## src/rtl/calc_pkg.sv

```systemverilog
// Shared types and constants for the calculator op sequencer and its phase timer.
package calc_pkg;

    typedef enum logic [2:0] {
        IDLE,
        ISSUE,
        WAIT,
        LOAD,
        SHOW_ON,
        SHOW_OFF,
        ERROR
    } seq_state_t;

    typedef enum logic [1:0] {
        OP_ADD = 2'b00,
        OP_MUL = 2'b01,
        OP_DIV = 2'b10,
        OP_MOD = 2'b11
    } alu_op_t;

    localparam logic [3:0] BTN_ADD = 4'b0001;
    localparam logic [3:0] BTN_MUL = 4'b0010;
    localparam logic [3:0] BTN_DIV = 4'b0100;
    localparam logic [3:0] BTN_MOD = 4'b1000;

    function automatic int max3(input int a, input int b, input int c);
        int m;
        m = (a > b) ? a : b;
        return (m > c) ? m : c;
    endfunction

    function automatic alu_op_t btn_to_op(input logic [3:0] btn);
        case (btn)
            BTN_MUL: return OP_MUL;
            BTN_DIV: return OP_DIV;
            BTN_MOD: return OP_MOD;
            default: return OP_ADD;
        endcase
    endfunction

endpackage

```

## src/rtl/calc_phase_timer.sv

```systemverilog
// Phase counter shared by the WAIT timeout and the display blink phases.
// Clears to zero and counts up, holding once it reaches the runtime limit.
module calc_phase_timer #(
    parameter int CNT_W = 8
) (
    input  logic             clk,
    input  logic             reset,
    input  logic             clr,
    input  logic [CNT_W-1:0] limit,
    output logic             tc
);

    logic [CNT_W-1:0] cnt;

    always_ff @(posedge clk) begin
        if (reset || clr) begin
            cnt <= '0;
        end else if (cnt != limit) begin
            cnt <= cnt + 1'b1;
        end
    end

    assign tc = (cnt == limit);

endmodule

```

## src/rtl/calc_op_sequencer.sv

```systemverilog
// Calculator sequencer: button press -> ALU start/done handshake -> result load -> blinking display.
// Define CALC_TIMEOUT_EN to bound the wait for alu_done by TIMEOUT_CYCLES.
module calc_op_sequencer
    import calc_pkg::*;
#(
    parameter int ON_CYCLES      = 50,
    parameter int OFF_CYCLES     = 200,
    parameter int TIMEOUT_CYCLES = 64
) (
    input  logic       clk,
    input  logic       reset,
    input  logic [3:0] button,
    input  logic       b_is_zero,
    input  logic       alu_done,
    output logic       alu_start,
    output logic [1:0] alu_op,
    output logic       load_inputs,
    output logic       ld_result,
    output logic       display,
    output logic       err,
    output logic       busy
);

    localparam int MAX_CYC = max3(ON_CYCLES, OFF_CYCLES, TIMEOUT_CYCLES);
    localparam int CNT_W   = (MAX_CYC > 1) ? $clog2(MAX_CYC) : 1;
    localparam logic [CNT_W-1:0] ON_LIM  = CNT_W'(ON_CYCLES - 1);
    localparam logic [CNT_W-1:0] OFF_LIM = CNT_W'(OFF_CYCLES - 1);
`ifdef CALC_TIMEOUT_EN
    localparam logic [CNT_W-1:0] TO_LIM  = CNT_W'(TIMEOUT_CYCLES - 1);
`endif

    seq_state_t       state_q, state_d;
    alu_op_t          op_q;
    logic [3:0]       btn_q;
    logic             accept;
    logic             div_by_zero;
    logic             tc;
    logic [CNT_W-1:0] limit;

    // A fresh one-hot edge from an all-released history, only in states that take a new op
    always_comb begin
        accept = 1'b0;
        if (btn_q == 4'b0000 && $onehot(button)) begin
            case (state_q)
                IDLE, SHOW_ON, SHOW_OFF, ERROR: accept = 1'b1;
                default:                        accept = 1'b0;
            endcase
        end
    end

    assign div_by_zero = op_q[1] && b_is_zero;

    always_ff @(posedge clk) begin
        if (reset) begin
            state_q <= IDLE;
            op_q    <= OP_ADD;
            btn_q   <= 4'b0000;
        end else begin
            state_q <= state_d;
            btn_q   <= button;
            if (accept) begin
                op_q <= btn_to_op(button);
            end
        end
    end

    always_comb begin
        state_d = state_q;
        case (state_q)
            IDLE:     if (accept) state_d = ISSUE;
            ISSUE:    state_d = div_by_zero ? ERROR : WAIT;
            WAIT: begin
                if (alu_done) state_d = LOAD;
`ifdef CALC_TIMEOUT_EN
                else if (tc)  state_d = ERROR;
`endif
            end
            LOAD:     state_d = SHOW_ON;
            SHOW_ON:  if (accept) state_d = ISSUE; else if (tc) state_d = SHOW_OFF;
            SHOW_OFF: if (accept) state_d = ISSUE; else if (tc) state_d = SHOW_ON;
            ERROR:    if (accept) state_d = ISSUE;
            default:  state_d = IDLE;
        endcase
    end

    // One counter serves every timed state; it restarts on each state change
    always_comb begin
        limit = '0;
        case (state_q)
`ifdef CALC_TIMEOUT_EN
            WAIT:     limit = TO_LIM;
`endif
            SHOW_ON:  limit = ON_LIM;
            SHOW_OFF: limit = OFF_LIM;
            default:  limit = '0;
        endcase
    end

    calc_phase_timer #(
        .CNT_W (CNT_W)
    ) u_timer (
        .clk   (clk),
        .reset (reset),
        .clr   (state_d != state_q),
        .limit (limit),
        .tc    (tc)
    );

    always_comb begin
        alu_start   = 1'b0;
        load_inputs = 1'b0;
        ld_result   = 1'b0;
        display     = 1'b0;
        err         = 1'b0;
        busy        = 1'b0;
        case (state_q)
            IDLE:    load_inputs = 1'b1;
            ISSUE: begin
                busy      = 1'b1;
                alu_start = !div_by_zero;
            end
            WAIT:    busy      = 1'b1;
            LOAD:    ld_result = 1'b1;
            SHOW_ON: display   = 1'b1;
            ERROR:   err       = 1'b1;
            default: ;
        endcase
    end

    assign alu_op = op_q;

endmodule

```

## config.mk

```make
export PLATFORM = sky130hd
export DESIGN_NAME = calc_op_sequencer
export DESIGN_NICKNAME = d
export VERILOG_FILES = /design/src/rtl/calc_pkg.sv /design/src/rtl/calc_phase_timer.sv /design/src/rtl/calc_op_sequencer.sv
export SDC_FILE = /design/constraint.sdc
export NUM_CORES = 1
export LEC_CHECK = 0
export CAP_MARGIN = 25
export CORE_MARGIN = 1
export CORE_UTILIZATION = 55
export DETAILED_ROUTE_END_ITERATION = 6
export GPL_TIMING_DRIVEN = 0
export PLACE_DENSITY = 0.86
export RECOVER_POWER = 25
export SETUP_SLACK_MARGIN = 0.05
export SYNTH_ARGS = -nofsm -noshare
export SYNTH_HDL_FRONTEND = slang
export SYNTH_SLANG_ARGS = --single-unit
```

## constraint.sdc

```tcl
create_clock -name clk -period 8.5 [get_ports clk]
set_clock_uncertainty 0.05 [all_clocks]
set_input_delay 1.7 -clock clk [delete_from_list [all_inputs] [get_ports clk]]
set_output_delay 1.7 -clock clk [all_outputs]
set_load 0.01 [all_outputs]
```

Word-level counts from Yosys, hierarchy flattened --
Cells that the tools add are included. Widths: inputs -> output; s select.
Word-level totals: flip-flop bits (word level) 17, input port bits 8, output and inout port bits 8, word-level logic and storage cells 48
Operators by class: add/sub/neg operators 4, equal/unequal tests 13, multiplexer cells 18, reduce and logical (&&, ||, !) cells 9
Operators by type and width (count):
- $mux 3 | 7
- $pmux 3 s6 | 1
- $pmux 8 s2 | 1
- $eq 3x3->1 const B | 3
- $add 8x1->8 const B | 1
- $eq 8x8->1 | 1
- $mux 1 | 8
- $ne 8x8->1 | 1
- $eq 3x1->1 const B | 2
- $eq 3x2->1 const B | 2
- $pmux 2 s3 | 1
- $add 1x1->2 | 2
- $eq 4x2->1 const B | 1
- $eq 4x3->1 const B | 1
- $eq 4x4->1 const B | 1
- $logic_not 4->1 | 1
- $reduce_or 2->1 | 2
- $reduce_or 4->1 | 1
- $add 2x2->3 | 1
- $logic_not 3->1 | 1
- $ne 3x3->1 | 1
- $logic_and 1x1->1 | 2
- $logic_not 1->1 | 1
- $logic_or 1x1->1 | 1

Depth between registers and ports, before layout --
Gate-level depths: netlist of the first run.
depth after elaboration 9, mapped depth 10

Hierarchy --
Synthesis of the first run repeated with hierarchy kept, for this count alone.
Unflattened totals: cells, all modules 130, area, all modules 1138.6 µm²
By module, submodules not included:
- calc_op_sequencer | times used 1, cells each 66, area each 603.1 µm²
- calc_phase_timer | times used 1, cells each 64, area each 535.5 µm²

Worst setup path before layout of the first run --
OpenSTA, ideal clock, no wires.
path type in2reg, start point input button[0], end point register u_timer.cnt[4], setup time 64 ps, arrival 4198 ps, setup slack 4188 ps, stages 9, buffers on the path 0, path through inv_1 > fa_1 > inv_1 > ha_1 > ha_1 > or4b_4 > or4_4 > a311o_2 > nor2_1
On the way: word-level cells in the longest chain between the ends 9, elaborated cells between the ends (all ways) 11, those cells by class 2 x add/sub; 2 x eq/ne; 5 x mux; 2 x reduce/logical
RTL lines:
- start: declaration | line calc_op_sequencer.sv:12 | input logic [3:0] button,
- $add 1x1->2 (implied by the code) * | line calc_op_sequencer.sv:43 | if (btn_q == 4'b0000 && $onehot(button)) begin
- $add 2x2->3 (implied by the code) * | line calc_op_sequencer.sv:43
- $eq 3x1->1 * | line calc_op_sequencer.sv:43
- $logic_and 1x1->1 * | line calc_op_sequencer.sv:43
- $mux 1 * | line calc_op_sequencer.sv:43
- $mux 3, on equally long branches
- $pmux 3 s6 * | line calc_op_sequencer.sv:69 | case (state_q)
- $ne 3x3->1 * | line calc_op_sequencer.sv:104 | .clr (state_d != state_q),
- $logic_or 1x1->1 * | line calc_phase_timer.sv:16 | if (reset || clr) begin
- end signal: assignment | line calc_phase_timer.sv:19 | cnt <= cnt + 1'b1;
- end: declaration | line calc_phase_timer.sv:13 | logic [CNT_W-1:0] cnt;
Mark *: on every way between the ends. The rest lies on a longest branch, timed or not. A chain may end at the register's enable or synchronous reset.

Worst setup path after layout of the first run --
start point input b_is_zero, end point output alu_start
On the way: word-level cells in the longest chain between the ends 3
RTL lines:
- start: declaration | line calc_op_sequencer.sv:13 | input logic b_is_zero,
- $logic_and 1x1->1 | line calc_op_sequencer.sv:51 | assign div_by_zero = op_q[1] && b_is_zero;
- $logic_not 1->1 | line calc_op_sequencer.sv:120 | alu_start = !div_by_zero;
- $mux 1 | line calc_op_sequencer.sv:116 | case (state_q)
- end: declaration | line calc_op_sequencer.sv:15 | output logic alu_start,
Every way passes these cells.

==> reports/metrics.cfg, run 1 <==
[layout]
post-route-util_pct = 70.7
drive_gt1_share_pct = 9.70
num_antenna_cells = 0
nFillCells = 133
area_delta_synth_final_pct = 20.8
nets = 149

[global_routing]
grt_pass1_vias = 838
grt_use_total_pct = 23.8
antenna_found_initial = 0
grt_pass1_wl_um = 3450
grt_overflow = 0
grt_max_degree = 11

[status]
outcome = completed

[yosys]
dominantRegCellSynth = dfxtp_1
netlist_area_um2 = 1000
syn_inst = 115
yosysMostFrequentCell = nor2_1
syn_nets = 129
synth_edf_count = 0
ys_types = 38
synthTopCellsByCount = 19 x nor2_1, 17 x dfxtp_1, 7 x a21oi_1, 7 x inv_1, 6 x nand2_1
ys_warn_count = 0
syn_avg_cell_area_um2 = 8.69
yosysTopAreaCell = dfxtp_1
yosysSeqAreaShare_pct = 34.0
yosysTopAreaCellShare_pct = 34.0
synth_seq_cells = 17
async_flop_share_pct = 0
synth_area_leaders = dfxtp_1 34%, nor2_1 7.1%, ha_1 6.3%

[drt]
drt_wl_total_um = 2110
routedWlPerCell_um = 13.3
viasPerCell = 5.52
drt-initial-drc-count = 10
num_vias = 877
ant_nets = 0
dr.pass1.iters = 4
drc_errors = 0

[place]
port_buffers = 15
place_hpwl_um = 1580
gp_congestion = 0.813

[floorplan]
die_y_um = 44.6
rows = 15
start_util_pct = 58.5
core_area_mm2 = 0.00171
die-area_mm2 = 0.00199
ios = 16
fp.dieW_um = 44.6

[clock_tree]
post_cts_resized = 0
clk_path_buf_depth = 2
clk_pin_slew_ns = 0.10
hold_buffers = 0
clk_latency_ns = 0.29
cts_buffers = 3
cts_tree = done
cts_htree_levels = 1
cts_setup_buffers = 0
clkSinkCount = 17
root_buffer = clkbuf_4

[timing]
finalCritPeriodShare_pct = 56.4
setup-tns-final_ns = 0
fmax_ghz = 0.209
max_slew.worst_pin.slew_ns = 0.540
maxSlewHeadroom_pct = 64.0
hold_viol_final = 0
final-setup-viol-count = 0
layout_min_cycle_time_ns = 4.80
rsz0062_at_grt = false
report.final.slew_viol_count = 0

[worst_setup_path]
path_class = in -> out
startpoint_type = primary input
crit_start = b_is_zero
r2r-start = u_timer.cnt[6]
cp_max_fo = 2
critPathRequiredTime_ns = 6.75
endpoint_kind = primary output
cp.arrival_ns = 3.05

[run]
cap_violations = 0

[pwr]
ir_worst_vdd_mv = 0.144
powerDensity_mw_per_mm2 = 172
power.leakage_nw = 0.473

[min_path]
holdCritStartpoint = alu_op[0]
hold_path.class = reg -> reg

[per-layer routing]
metal  vias to the layer above  track usage (%)  share of wire, %
met3                         6             5.71               4.0
met5                         -                0                 0
met2                        29             40.6                48
li1                        434                -                 -
met1                       408             27.5                46
met4                         0             12.1               2.9
[report_power, final]
group          switching, mW  leakage, nW  internal [mW]
sequential           0.00262        0.138         0.0838
clock                 0.0260       0.0150         0.0183
combinational         0.0381        0.320         0.0386
total                 0.0668        0.473          0.141
[worst max-delay path, stage by stage]
cell and delay, ns:
clkdlybuf4s50_1 0.40, a21o_1 0.19, nor3b_1 0.19, clkdlybuf4s50_1 0.56
[cell type report]
cell class	count	area [um2]	area share (%)
Buffer	4	30.0	2.49
Clock buffer	4	26.3	2.18
Inverter	7	26.3	2.18
Multi-Input combinational cell	87	603	49.9
Sequential cell	17	340	28.2
Tap cell	25	31.3	2.59
Timing Repair Buffer	15	150	12.4
[kinds of logic after synthesis]
logic type	synth area share, %
multiplexers	2.00
adder cells (fa/ha/maj)	8.26
AND/OR/NAND/NOR	29.7
flip-flops	34.0
buffers and inverters	5.63
XOR/XNOR	7.01
AO/OA/AOI/OAI	13.4
[worst paths after layout]
check | slack, ns | depth (start not counted) | endpoint
max | 3.70 | 4 | alu_start
min | 0.41 | 2 | alu_op[0]
max reg2reg | 6.39 | 5 | state_q[0]
min reg2reg | 0.41 | 2 | alu_op[0]
[per-stage QoR]
step | total power [mW] | worst slack (ns) | hold WS [ns] | instances | cell area, um2
finish | 0.207 | 3.70 | 0.412 | 159 | 1210
global route | 0.219 | 3.58 | 0.461 | 159 | 1210
CTS | 0.208 | 3.70 | 0.414 | 159 | 1210
detailed placement | 0.164 | 3.55 | 0.399 | 155 | 1180
global placement | 0.161 | 3.61 | 0.389 | 155 | 1180
floorplan | 0.138 | 4.19 | 0.426 | 115 | 1000
[layout by cell type (no fill, tap or decap), types with 2 or more instances in the layout]
cell type	n
mux2i_1	2
dlygate4sd3_1	3
nand3_1	5
clkbuf_4	3
inv_1	7
o211ai_1	2
ha_1	5
clkbuf_1	3
nor2_1	19
nand2_1	6
a21oi_1	7
clkdlybuf4s50_1	12
buf_6	2
nor3_1	4
nor2b_1	2
xnor2_1	4
nand2b_1	5
dfxtp_1	17
xor2_1	4
[flip-flops by register name, indices dropped and copies added, names as in the netlist]
signal / count
u_timer.cnt: 8
btn_q: 4
alu_op: 2
state_q: 3
No activity file was read; power rests on OpenSTA's default activity.
==> run 2: changes to the inputs <==
--- a/config.mk
+++ b/config.mk
@@ -7,10 +7,10 @@
 export LEC_CHECK = 0
 export CAP_MARGIN = 25
 export CORE_MARGIN = 1
-export CORE_UTILIZATION = 55
+export CORE_UTILIZATION = 47
 export DETAILED_ROUTE_END_ITERATION = 6
 export GPL_TIMING_DRIVEN = 0
-export PLACE_DENSITY = 0.86
+export PLACE_DENSITY = 0.78
 export RECOVER_POWER = 25
 export SETUP_SLACK_MARGIN = 0.05
 export SYNTH_ARGS = -nofsm -noshare
==> constraint.sdc (replaced) <==
create_clock -name clk -period 4.2 [get_ports clk]
set_clock_uncertainty 0.05 [all_clocks]
set_input_delay 0.84 -clock clk [delete_from_list [all_inputs] [get_ports clk]]
set_output_delay 0.84 -clock clk [all_outputs]
set_load 0.01 [all_outputs]
==> reports/metrics.cfg, run 2 (synthesis gave the netlist of run 1 again) <==
[global_routing]
grt_max_degree = 11  ; unchanged
grt_pass1_wl_um = 2860  ; was 3450 um
grt_use_total_pct = 18.1  ; was 23.8%
grt_overflow = 0  ; unchanged
grt_pass1_vias = 700  ; was 838
antenna_found_initial = 0  ; unchanged

[pwr]
p_switching_mw = 0.130  ; was 0.0668 mW
ir_worst_vdd_mv = 0.192  ; was 0.144 mV
power.leakage_nw = 0.473  ; unchanged
clkPwrFrac_pct = 20.9  ; was 21.4%
finalPower_mw = 0.414  ; was 0.207 mW
internal_power_mw = 0.284  ; was 0.141 mW
seqPwrFrac_pct = 42.3  ; was 41.7%
combPwrFrac_pct = 36.8  ; was 37.0%
powerDensity_mw_per_mm2 = 342  ; was 172 mW/mm2
p_sw_share_pct = 31.3  ; was 32.2%

[timing]
hold_viol_final = 0  ; unchanged
fmax_ghz = 0.263
setup_slack_ns = 0.393  ; was 3.70 ns
max_slew.worst_pin.slew_ns = 0.500  ; was 0.540 ns
layout_min_cycle_time_ns = 3.81
report.final.slew_viol_count = 0  ; unchanged
final-setup-viol-count = 0  ; unchanged
maxSlewHeadroom_pct = 66.6  ; was 64.0%
rsz0062_at_grt = false  ; unchanged
finalCritPeriodShare_pct = 90.6
setup-tns-final_ns = 0  ; unchanged

[place]
port_buffers = 15  ; unchanged
dp_slack_ns = 0.0907  ; was 3.55 ns
gp_congestion = 0.810  ; was 0.813
place_hpwl_um = 1510  ; was 1580 um

[layout]
top_regs = u_timer.cnt (8), btn_q (4), state_q (3)  ; unchanged
layout_common_cells = 19 x nor2_1, 17 x dfxtp_1, 12 x clkdlybuf4s50_1  ; unchanged
nFillCells = 165  ; was 133
regMostFlops = u_timer.cnt  ; unchanged
num_antenna_cells = 0  ; unchanged
multi_input_area_um2 = 603  ; unchanged
largest_reg_flops = 8  ; unchanged
area_delta_synth_final_pct = 21.0  ; was 20.8%
nets = 149  ; unchanged
final_common_cell = nor2_1  ; unchanged
drive_gt1_share_pct = 9.70  ; unchanged
regArea_um2 = 340  ; unchanged

[drt]
viasPerCell = 5.25  ; was 5.52
dr.pass1.iters = 4  ; unchanged
drt-initial-drc-count = 22  ; was 10
routedWlPerCell_um = 11.9  ; was 13.3 um
drc_errors = 0  ; unchanged
ant_nets = 0  ; unchanged
drt_wl_total_um = 1920  ; was 2110 um
num_vias = 845  ; was 877

[worst_setup_path]
cp_max_fo = 4  ; was 2
r2r_setup_slack_ns = 2.22  ; was 6.39 ns
r2r_end = u_timer.cnt[7]  ; was state_q[0]
endpoint_kind = flip-flop  ; was primary output
crit_start = button[3]  ; was b_is_zero
critPathRequiredTime_ns = 4.37  ; was 6.75 ns
reg2regPathDepth = 4  ; was 5
cp.arrival_ns = 3.98  ; was 3.05 ns
r2r-start = btn_q[2]  ; was u_timer.cnt[6]
path_class = in -> reg  ; was in -> out
startpoint_type = primary input  ; unchanged

[clock_tree]
clk_pin_slew_ns = 0.10  ; about the same
clk_path_buf_depth = 2  ; unchanged
post_cts_resized = 0  ; unchanged
hold_buffers = 0  ; unchanged
cts_tree = done  ; unchanged
cts_htree_levels = 1  ; unchanged
clkSinkCount = 17  ; unchanged
root_buffer = clkbuf_4  ; unchanged
cts_setup_buffers = 0  ; unchanged
cts_buffers = 3  ; unchanged
clk_latency_ns = 0.29  ; about the same

[min_path]
holdPathStages = 2  ; unchanged
holdCritStartpoint = alu_op[0]  ; unchanged
hold-path-endpoint = alu_op[0]  ; unchanged
hold_path.class = reg -> reg  ; unchanged

[floorplan]
fp.dieW_um = 48.1  ; was 44.6 um
ios = 16  ; unchanged
rows = 16  ; was 15
start_util_pct = 50.4  ; was 58.5%
core_area_mm2 = 0.00198  ; was 0.00171 mm2
die_y_um = 48.1  ; was 44.6 um
die-area_mm2 = 0.00232  ; was 0.00199 mm2

[status]
outcome = completed  ; unchanged

[run]
cap_violations = 0  ; unchanged

==> run 2: how the worst max path moves through the flow <==
stage,end,cells past startpoint
after global routing,alu_op[0],11
final,u_timer.cnt[7],10
after CTS,u_timer.cnt[7],10
after detailed placement,alu_op[0],11
after global placement,alu_op[0],11
after floorplan,u_timer.cnt[4],9
==> run 2: metal layers <==
metal / global-route usage, % / part of all wire (%)
met5: 0 / 0
met4: 8.33 / 0.83
met3: 3.33 / 2.8
met2: 31.6 / 51
met1: 21.5 / 46
==> run 2: area by class of cell <==
class                           count  area share (%)
Buffer                              4            2.48
Clock buffer                        4            2.17
Inverter                            7            2.17
Multi-Input combinational cell     87            49.8
Sequential cell                    17            28.1
Tap cell                           27            2.79
Timing Repair Buffer               15            12.4
==> run 2: power by group through the flow <==
stage                     registers [mW]  clock network [mW]  logic (mW)
after detailed placement           0.179                   0       0.151
after global placement             0.178                   0       0.150
after floorplan                    0.178                   0       0.102
after CTS                          0.176              0.0904       0.153
final                              0.175              0.0867       0.152
after global routing               0.177              0.0956       0.166
==> run 2: stage by stage <==
stage	hold WS [ns]	area, um2	cells	utilization, %
2_1_floorplan	0.426	1000	115	-
3_3_place_gp	0.389	1180	157	59.7
3_5_place_dp	0.401	1180	157	59.7
4_1_cts	0.415	1210	161	61.0
5_1_grt	0.438	1210	161	61.0
6_report	0.406	1210	161	61.0
==> run 2: critical path, cell delays in order <==
cell and delay, ns:
clkdlybuf4s50_1 0.53, inv_1 0.09, fa_1 0.49, inv_1 0.05, ha_1 0.17, ha_1 0.27, or4b_4 0.53, or4_4 0.47
a311o_2 0.43, nor2_1 0.12
==> run 3: changes to the inputs <==
--- a/config.mk
+++ b/config.mk
@@ -7,10 +7,11 @@
 export LEC_CHECK = 0
 export CAP_MARGIN = 25
 export CORE_MARGIN = 1
-export CORE_UTILIZATION = 47
+export CORE_UTILIZATION = 52
 export DETAILED_ROUTE_END_ITERATION = 6
 export GPL_TIMING_DRIVEN = 0
-export PLACE_DENSITY = 0.78
+export MAX_ROUTING_LAYER = met4
+export PLACE_DENSITY = 0.82
 export RECOVER_POWER = 25
 export SETUP_SLACK_MARGIN = 0.05
 export SYNTH_ARGS = -nofsm -noshare
==> constraint.sdc (replaced) <==
create_clock -name clk -period 3.95 [get_ports clk]
set_clock_uncertainty 0.05 [all_clocks]
set_input_delay 0.79 -clock clk [delete_from_list [all_inputs] [get_ports clk]]
set_output_delay 0.79 -clock clk [all_outputs]
set_load 0.01 [all_outputs]
==> reports/metrics.cfg, run 3 (synthesis gave the netlist of run 1 again) <==
[status]
outcome = completed  ; unchanged

[clock_tree]
cts_htree_levels = 1  ; unchanged
post_cts_resized = 0  ; unchanged
cts_setup_buffers = 0  ; unchanged
clkSinkCount = 17  ; unchanged
root_buffer = clkbuf_4  ; unchanged
clk_pin_slew_ns = 0.10  ; about the same
hold_buffers = 0  ; unchanged
clk_path_buf_depth = 2  ; unchanged
cts_buffers = 3  ; unchanged
cts_tree = done  ; unchanged
clk_latency_ns = 0.30  ; was 0.29 ns

[drt]
dr.pass1.iters = 4  ; unchanged
routedWlPerCell_um = 12.9  ; was 11.9 um
drt-initial-drc-count = 37  ; was 22
drc_errors = 0  ; unchanged
drt_wl_total_um = 2050  ; was 1920 um
ant_nets = 0  ; unchanged
viasPerCell = 5.53  ; was 5.25
num_vias = 880  ; was 845

[place]
port_buffers = 15  ; unchanged
dp_slack_ns = -0.180  ; was 0.0907 ns
place_area_mm2 = 0.00118  ; about the same
gp_congestion = 0.823  ; was 0.810
placedCellCount = 155  ; was 157
place_hpwl_um = 1550  ; was 1510 um

[global_routing]
grt_use_total_pct = 21.5  ; was 18.1%
antenna_found_initial = 0  ; unchanged
grt_pass1_wl_um = 3120  ; was 2860 um
grt_pass1_vias = 755  ; was 700
grt_max_degree = 11  ; unchanged
grt_overflow = 0  ; unchanged

[layout]
post-route-util_pct = 69.0  ; was 61.0%
stdcell_count = 159  ; was 161
regMostFlops = u_timer.cnt  ; unchanged
finish.instance_area_mm2 = 0.00122  ; was 0.00121 mm2
largest_reg_flops = 8  ; unchanged
nets = 149  ; unchanged
top_regs = u_timer.cnt (8), btn_q (4), state_q (3)  ; unchanged
area_delta_synth_final_pct = 21.8  ; was 21.0%
final_common_cell = nor2_1  ; unchanged
num_antenna_cells = 0  ; unchanged
layout_common_cells = 19 x nor2_1, 17 x dfxtp_1, 12 x clkdlybuf4s50_1  ; unchanged
drive_gt1_share_pct = 10.4  ; was 9.70%
nFillCells = 161  ; was 165

[worst_setup_path]
r2r_end = state_q[0]  ; was u_timer.cnt[7]
crit_buf_inv = 3  ; unchanged
startpoint_type = primary input  ; unchanged
path_cells = clkdlybuf4s50_1 -> inv_1 -> fa_1 -> inv_1 -> ha_1 -> ha_1 -> or4b_4 -> or4_4 -> a311o_2 -> nor2_1  ; unchanged
r2r-start = state_q[1]  ; was btn_q[2]
path_depth = 10  ; unchanged
crit_end = u_timer.cnt[6]  ; was u_timer.cnt[7]
critical-path-max-stage-delay_ns = 0.55  ; was 0.53 ns
cpMaxStageDelayCell = or4b_4  ; was clkdlybuf4s50_1
endpoint_kind = flip-flop  ; unchanged
reg2regPathDepth = 6  ; was 4
crit_start = button[3]  ; unchanged
path_delay_family = simple AND/OR/NAND/NOR gates  ; unchanged
cp.arrival_ns = 3.97  ; was 3.98 ns
critPathRequiredTime_ns = 4.14  ; was 4.37 ns
r2r_setup_slack_ns = 1.94  ; was 2.22 ns
path_class = in -> reg  ; unchanged
cp_max_fo = 4  ; unchanged

[timing]
max_slew.worst_pin.slew_ns = 0.520  ; was 0.500 ns
fmax_ghz = 0.265
report.final.slew_viol_count = 0  ; unchanged
hold_ws_ns = 0.407  ; was 0.406 ns
maxSlewHeadroom_pct = 65.3  ; was 66.6%
finalCritPeriodShare_pct = 95.5
layout_min_cycle_time_ns = 3.77
hold_viol_final = 0  ; unchanged
final-setup-viol-count = 0  ; unchanged
rsz0062_at_grt = false  ; unchanged
setup_slack_ns = 0.177  ; was 0.393 ns

[pwr]
internal_power_mw = 0.302  ; was 0.284 mW
powerDensity_mw_per_mm2 = 366  ; was 342 mW/mm2
seqPwrFrac_pct = 41.8  ; was 42.3%
power.leakage_nw = 0.477  ; was 0.473 nW
p_sw_share_pct = 32.3  ; was 31.3%
combPwrFrac_pct = 36.6  ; was 36.8%
clkPwrFrac_pct = 21.6  ; was 20.9%
p_switching_mw = 0.144  ; was 0.130 mW
ir_worst_vdd_mv = 0.255  ; was 0.192 mV

[floorplan]
fp.dieW_um = 45.8  ; was 48.1 um
die_y_um = 45.8  ; was 48.1 um
rows = 15  ; was 16
die-area_mm2 = 0.00210  ; was 0.00232 mm2
core_area_mm2 = 0.00176  ; was 0.00198 mm2
start_util_pct = 56.7  ; was 50.4%
ios = 16  ; unchanged

[min_path]
hold_path.class = reg -> reg  ; unchanged

[run]
cap_violations = 0  ; unchanged

==> run 3: layer usage <==
metal / track usage (%) / share of wire [%]
met1: 26.7 / 45
met2: 33.0 / 49
met3: 2.78 / 4.4
met4: 12.9 / 1.4
met5: - / 0
==> run 3: power groups by stage <==
stage	clock (mW)	combinational, mW	sequential (mW)
3_3_place_gp	0	0.157	0.189
3_5_place_dp	0	0.162	0.190
6_report	0.0961	0.163	0.187
5_1_grt	0.105	0.179	0.187
2_1_floorplan	0	0.109	0.189
4_1_cts	0.0994	0.163	0.186
==> run 3: final cells by class <==
type	count	area [um2]	share of cell area, %
Multi-Input combinational cell	87	612	50.3
Sequential cell	17	340	28.0
Timing Repair Buffer	15	150	12.3
Tap cell	25	31.3	2.57
Buffer	4	30.0	2.47
Inverter	7	26.3	2.16
Clock buffer	3	22.5	1.85
Clock inverter	1	5.00	0.411
==> run 3: worst min path at each step <==
stage | start | to | slack [ns] | cells past startpoint
floorplan | alu_op[0] | alu_op[0] | 0.43 | 2
global placement | alu_op[0] | alu_op[0] | 0.39 | 2
detailed placement | alu_op[0] | alu_op[0] | 0.40 | 2
CTS | alu_op[0] | alu_op[0] | 0.42 | 2
global route | alu_op[0] | alu_op[0] | 0.46 | 2
finish | alu_op[0] | alu_op[0] | 0.41 | 2
==> run 3: through the flow <==
| step | setup TNS (ns) | power (mW) |
|---|---|---|
| global placement | -0.238 | 0.347 |
| global route | 0 | 0.471 |
| detailed placement | -0.643 | 0.352 |
| floorplan | 0 | 0.298 |
| finish | 0 | 0.446 |
| CTS | 0 | 0.448 |
==> run 3: worst min-delay path: cells and delay by family, from the launching register on <==
kind | cells | cell delay [ns]
DFF | 1 | 0.32
and+or+nand+nor | 1 | 0.05
AOI/OAI and AO/OA | 1 | 0.05
